<file path="config.mk">
export PLATFORM = sky130hd
export DESIGN_NAME = pc_fetch_unit
export DESIGN_NICKNAME = d
export VERILOG_FILES = /design/src/rtl/pc_fetch_unit.sv
export SDC_FILE = /design/constraint.sdc
export NUM_CORES = 1
export LEC_CHECK = 0
export BUFFER_PORTS_ARGS = -buffer_cell sky130_fd_sc_hd__clkbuf_2
export CAP_MARGIN = 30
export CELL_PAD_IN_SITES_DETAIL_PLACEMENT = 1
export CELL_PAD_IN_SITES_GLOBAL_PLACEMENT = 2
export CORE_MARGIN = 4
export CORE_UTILIZATION = 25
export CTS_CLUSTER_DIAMETER = 120
export DETAILED_ROUTE_END_ITERATION = 8
export PLACE_DENSITY = 0.95
export REMOVE_ABC_BUFFERS = 1
export SLEW_MARGIN = 20
export SYNTH_ARGS = -nofsm -noshare
export SYNTH_HDL_FRONTEND = slang
export SYNTH_SLANG_ARGS = --single-unit
export TNS_END_PERCENT = 100
</file>
<file path="constraint.sdc">
create_clock -name CLK -period 3.72 [get_ports CLK]
set_clock_uncertainty 0.05 [all_clocks]
set_input_delay 0.186 -clock CLK [delete_from_list [all_inputs] [get_ports CLK]]
set_output_delay 0.186 -clock CLK [all_outputs]
set_load 0.01 [all_outputs]
</file>
<file path="src/rtl/pc_fetch_unit.sv">
// pc_fetch_unit: program counter register with next-PC select and an
// instruction fetch handshake FSM that includes a timeout.
module pc_fetch_unit #(
  parameter logic [31:0] RESET_VECTOR = 32'h0000_0000,
  parameter int          TIMEOUT      = 16
) (
  input  logic        CLK,
  input  logic        RST_N,
  input  logic        pc_write,
  input  logic [2:0]  pc_source,
  input  logic [31:0] jal,
  input  logic [31:0] branch,
  input  logic [31:0] jalr,
  input  logic [31:0] mtvec,
  input  logic [31:0] mepc,
  input  logic        imem_ack,
  output logic        imem_req,
  output logic [31:0] imem_addr,
  output logic [31:0] PC,
  output logic [31:0] PC_plus4,
  output logic        fetch_done,
  output logic        misaligned,
  output logic        fetch_err
);
  typedef enum logic [1:0] {BOOT, IDLE, BUSY, ERR} state_t;
  state_t      state_q, state_d;
  logic [31:0] pc_q, pc_d, next_pc;
  logic [7:0]  cnt_q, cnt_d;
  logic        fetch_done_q, fetch_done_d, misaligned_q, misaligned_d;
  assign PC         = pc_q;
  assign imem_addr  = pc_q;
  assign PC_plus4   = pc_q + 32'd4;
  assign imem_req   = state_q == BUSY;
  assign fetch_err  = state_q == ERR;
  assign fetch_done = fetch_done_q;
  assign misaligned = misaligned_q;
  always_comb begin
    next_pc = pc_source == 3'd1 ? {jalr[31:1], 1'b0} :
              pc_source == 3'd2 ? branch :
              pc_source == 3'd3 ? jal :
              pc_source == 3'd4 ? mtvec :
              pc_source == 3'd5 ? mepc : PC_plus4;
    state_d      = state_q;
    pc_d         = pc_q;
    cnt_d        = cnt_q;
    fetch_done_d = 1'b0;
    misaligned_d = 1'b0;
    case (state_q)
      BOOT: begin
        state_d = BUSY;
        cnt_d   = 8'd0;
      end
      IDLE: if (pc_write) begin
        if (next_pc[1:0] == 2'b00) begin
          pc_d    = next_pc;
          state_d = BUSY;
          cnt_d   = 8'd0;
        end else misaligned_d = 1'b1;
      end
      BUSY: if (imem_ack) begin
        state_d      = IDLE;
        fetch_done_d = 1'b1;
        cnt_d        = 8'd0;
      end else if (cnt_q == 8'(TIMEOUT - 1)) state_d = ERR;
      else cnt_d = cnt_q + 8'd1;
      default: state_d = ERR;
    endcase
  end
  always_ff @(posedge CLK or negedge RST_N)
    if (!RST_N) begin
      state_q      <= BOOT;
      pc_q         <= RESET_VECTOR;
      cnt_q        <= 8'd0;
      fetch_done_q <= 1'b0;
      misaligned_q <= 1'b0;
    end else begin
      state_q      <= state_d;
      pc_q         <= pc_d;
      cnt_q        <= cnt_d;
      fetch_done_q <= fetch_done_d;
      misaligned_q <= misaligned_d;
    end
endmodule

</file>
==> impl_metrics.ini <==
[floorplanning]
die_x_um = 143
coreArea_mm2 = 0.0180
start_util_pct = 25.4
die_h_um = 143
num_rows = 49
ioPinCount = 267
die_area_mm2 = 0.0206

[power_and_ir_drop]
power_density_mw_per_mm2 = 504
clkPwrFrac_pct = 17.4
netSwitchingPower_mw = 1.44
p_sw_share_pct = 46.7
p_seq_share_pct = 31.4
p_comb_share_pct = 51.2
ir_worst_vdd_mv = 0.193
p_int_mw = 1.64
power.leakage_nw = 2.97

[final_layout]
multi_input_comb_area_mm2 = 0.00298
ff_latch_area_mm2 = 0.00110
finalInstanceArea_mm2 = 0.00610
final_common_cell = clkbuf_2
layout_common_cells = clkbuf_2 (264), a21oi_1 (71), o21ai_0 (60)
n_antenna_cell = 0
drive_gt1_share_pct = 36.6
nNetsFinal = 1004
nFillCells = 2328
syn_to_final_growth_pct = 33.2

[global_route]
grtUsageMet3_pct = 3.00
grt_max_degree = 45
busiest_layer = met2
gr-total-overflow = 0
met2_usage_pct = 34.3
grtUsageMet1_pct = 24.9
grt_pass1_wl_mm = 31.3
grt_pass1_vias = 5669
antenna_found_initial = 0
grt_usage_pct = 19.3

[critical_path]
max_stage_delay_ps = 590
worstPathMaxFanout = 12
worstPathRequired_ps = 3480
reg2reg_depth = 6
cp_slowest_cell = and3_1
path_class = flip-flop to output pin
arrival_ps = 2780
worstSetupEndpointType = output pin
crit_path_frequent_cell = nand4_1
start_kind = flip-flop
crit_chain = nand4_1 -> nor2_1 -> and3_1 -> nand4_1 -> xnor2_1 -> clkbuf_2

[logic_synthesis]
syn_area_per_cell_um2 = 7.43
ys_ff_latch = 44
synth-edff-count = 0
synth_top_flop_cell = dfrtp_1
syn_area_mm2 = 0.00458
synthArstFlopShare_pct = 100
syn_inst = 617
yosysUniqueCellTypes = 64
ys_warn_count = 0
seq_area_frac_synth_pct = 24.0

[status]
status = finished, final reports clean

[timing]
setup-tns-final_ps = 0
fin_crit_sh_pct = 81.0
setup_viol = 0
max_freq_ghz = 0.332
hold_viol_final = 0
tightest_slew_ps = 1020
period_minus_slack_ps = 3010
rsz0062_at_grt = false
timing.slew.headroom_pct = 31.5
maxSlewViolCount = 0

[routing]
postRouteAntennaNets = 0
dr_total_vias = 5492
routed_wl_mm = 20.6
first_pass_iters = 4
wl_per_cell_um = 19.3
drcViolationCount = 0
drt_iter0_drc = 229
avgViaCountPerCell = 5.16

[cts]
cts_resized = 0
htreeDepth = 2
cts-root-buf = clkbuf_16
clockBufferDepth = 2
cts_buffers = 5
insertion_delay_ps = 300
clock-sinks = 44
cts_tree = yes
cts.reportedPaths.clkPinSlew_ps = 70

[run]
maxCapViolCount = 0

[place]
gp_congestion = 0.818
port_buffers = 265
dpl_cell_area_mm2 = 0.00592
dp_hpwl_mm = 16.1

[hold_path]
hp-class = input port to flip-flop
holdPathStages = 3
[state kept, by name (all words and copies together), names as in the netlist]
name,cells
misaligned,1
state_q,2
fetch_done,1
cnt_q,8
PC,32
[critical path: cells and delay by family, from the launching register on]
kind	cells	cell delay, ps
buffers and inverters	1	180
and+or+nand+nor	4	1520
DFF	1	520
xor gates and xnor gates	1	250
[area by class of cell]
type | instances | share of cell area, %
sequential | 44 | 18.0
inverter | 22 | 1.35
timing repair buffer | 285 | 24.3
tap | 229 | 4.69
clock inverter | 3 | 0.697
clock buffer | 5 | 2.05
multi-input combinational | 477 | 48.8
[metal layers]
layer  vias to the layer above  share of wire [%]  wire [um]
met4                         0                1.1        230
met2                       173                 50      10200
li1                       2656                  -          -
met5                         -                  0          0
met3                        16                6.3       1290
met1                      2647                 43       8810
[power by group through the flow]
| stage | clock, mW | sequential (mW) | combinational [mW] |
|---|---|---|---|
| after floorplan | 0 | 1.03 | 0.665 |
| after global placement | 0 | 0.974 | 1.56 |
| after detailed placement | 0 | 0.978 | 1.59 |
| after CTS | 0.551 | 0.969 | 1.60 |
| after global routing | 0.569 | 1.01 | 1.75 |
| final | 0.535 | 0.966 | 1.58 |
[cells by family (layout without fill, tap and decap cells)]
kind of cell	Yosys count	in the layout	share of synthesized area (%)
and+or+nand+nor	190	190	20.7
buffers and inverters	96	315	11.3
muxes	40	40	8.87
AOI/OAI and AO/OA	216	216	29.1
xor gates and xnor gates	29	29	5.54
DFF	44	44	24.0
adders and majority gates	2	2	0.546
[metrics by stage]
| step | utilization, % | power [mW] | cells | setup WS [ps] | hold slack [ps] |
|---|---|---|---|---|---|
| 3_5_place_dp | 32.8 | 2.57 | 1055 | 915 | 294 |
| 4_1_cts | 33.8 | 3.12 | 1064 | 728 | 108 |
| 3_3_place_gp | 32.8 | 2.53 | 1055 | 1010 | 286 |
| 5_1_grt | 33.9 | 3.32 | 1065 | 518 | 130 |
| 6_report | 33.9 | 3.08 | 1065 | 706 | 117 |
| 2_1_floorplan | - | 1.69 | 543 | 858 | -160 |
[path summary, 6_finish.rpt]
path	startpoint	end	slack (ps)
max in group asynchronous	RST_N	PC[3]	2700
max reg2reg	PC[11]	PC[30]	1070
min	jalr[15]	PC[15]	120
min reg2reg	cnt_q[0]	cnt_q[0]	460
max	PC[11]	PC_plus4[30]	710
min in group asynchronous	RST_N	cnt_q[4]	480
[cell usage after synthesis, types with 3 or more instances]
master     count  area, um^2
a22oi_1        3        22.5
nor2_1        47         176
and3_1        13        81.3
o2bb2ai_1      7        61.3
buf_4         35         263
nor3_1         7        35.0
and4_1         3        26.3
nand3_1       15        75.1
nand2_1       53         199
a21oi_1       71         355
nor4_1         4        25.0
nor3b_1        4        30.0
mux2i_1       38         380
o31ai_1        3        22.5
inv_1         21        78.8
nand4_1        6        37.5
nand2b_1      10        62.6
o21ai_0       60         300
and2_1         3        18.8
xor2_1         9        78.8
a31oi_1       11        68.8
or3_1          3        18.8
nor2b_1       12        75.1
o32ai_1       17         149
nor3_2         3        30.0
buf_1          7        26.3
dfrtp_1       44        1100
o22ai_1        9        56.3
a211oi_1       7        52.6
clkbuf_1      16        60.1
buf_2         15        75.1
a221oi_1       4        35.0
xnor2_1       20         175
[timing repair]
item	4_1_cts	5_1_grt
endpoints found under the hold margin	44	0
buffers inserted	0	0
hold buffers	1	0
endpoints found under the setup margin	0	0
(Power assumes the default switching activity.)
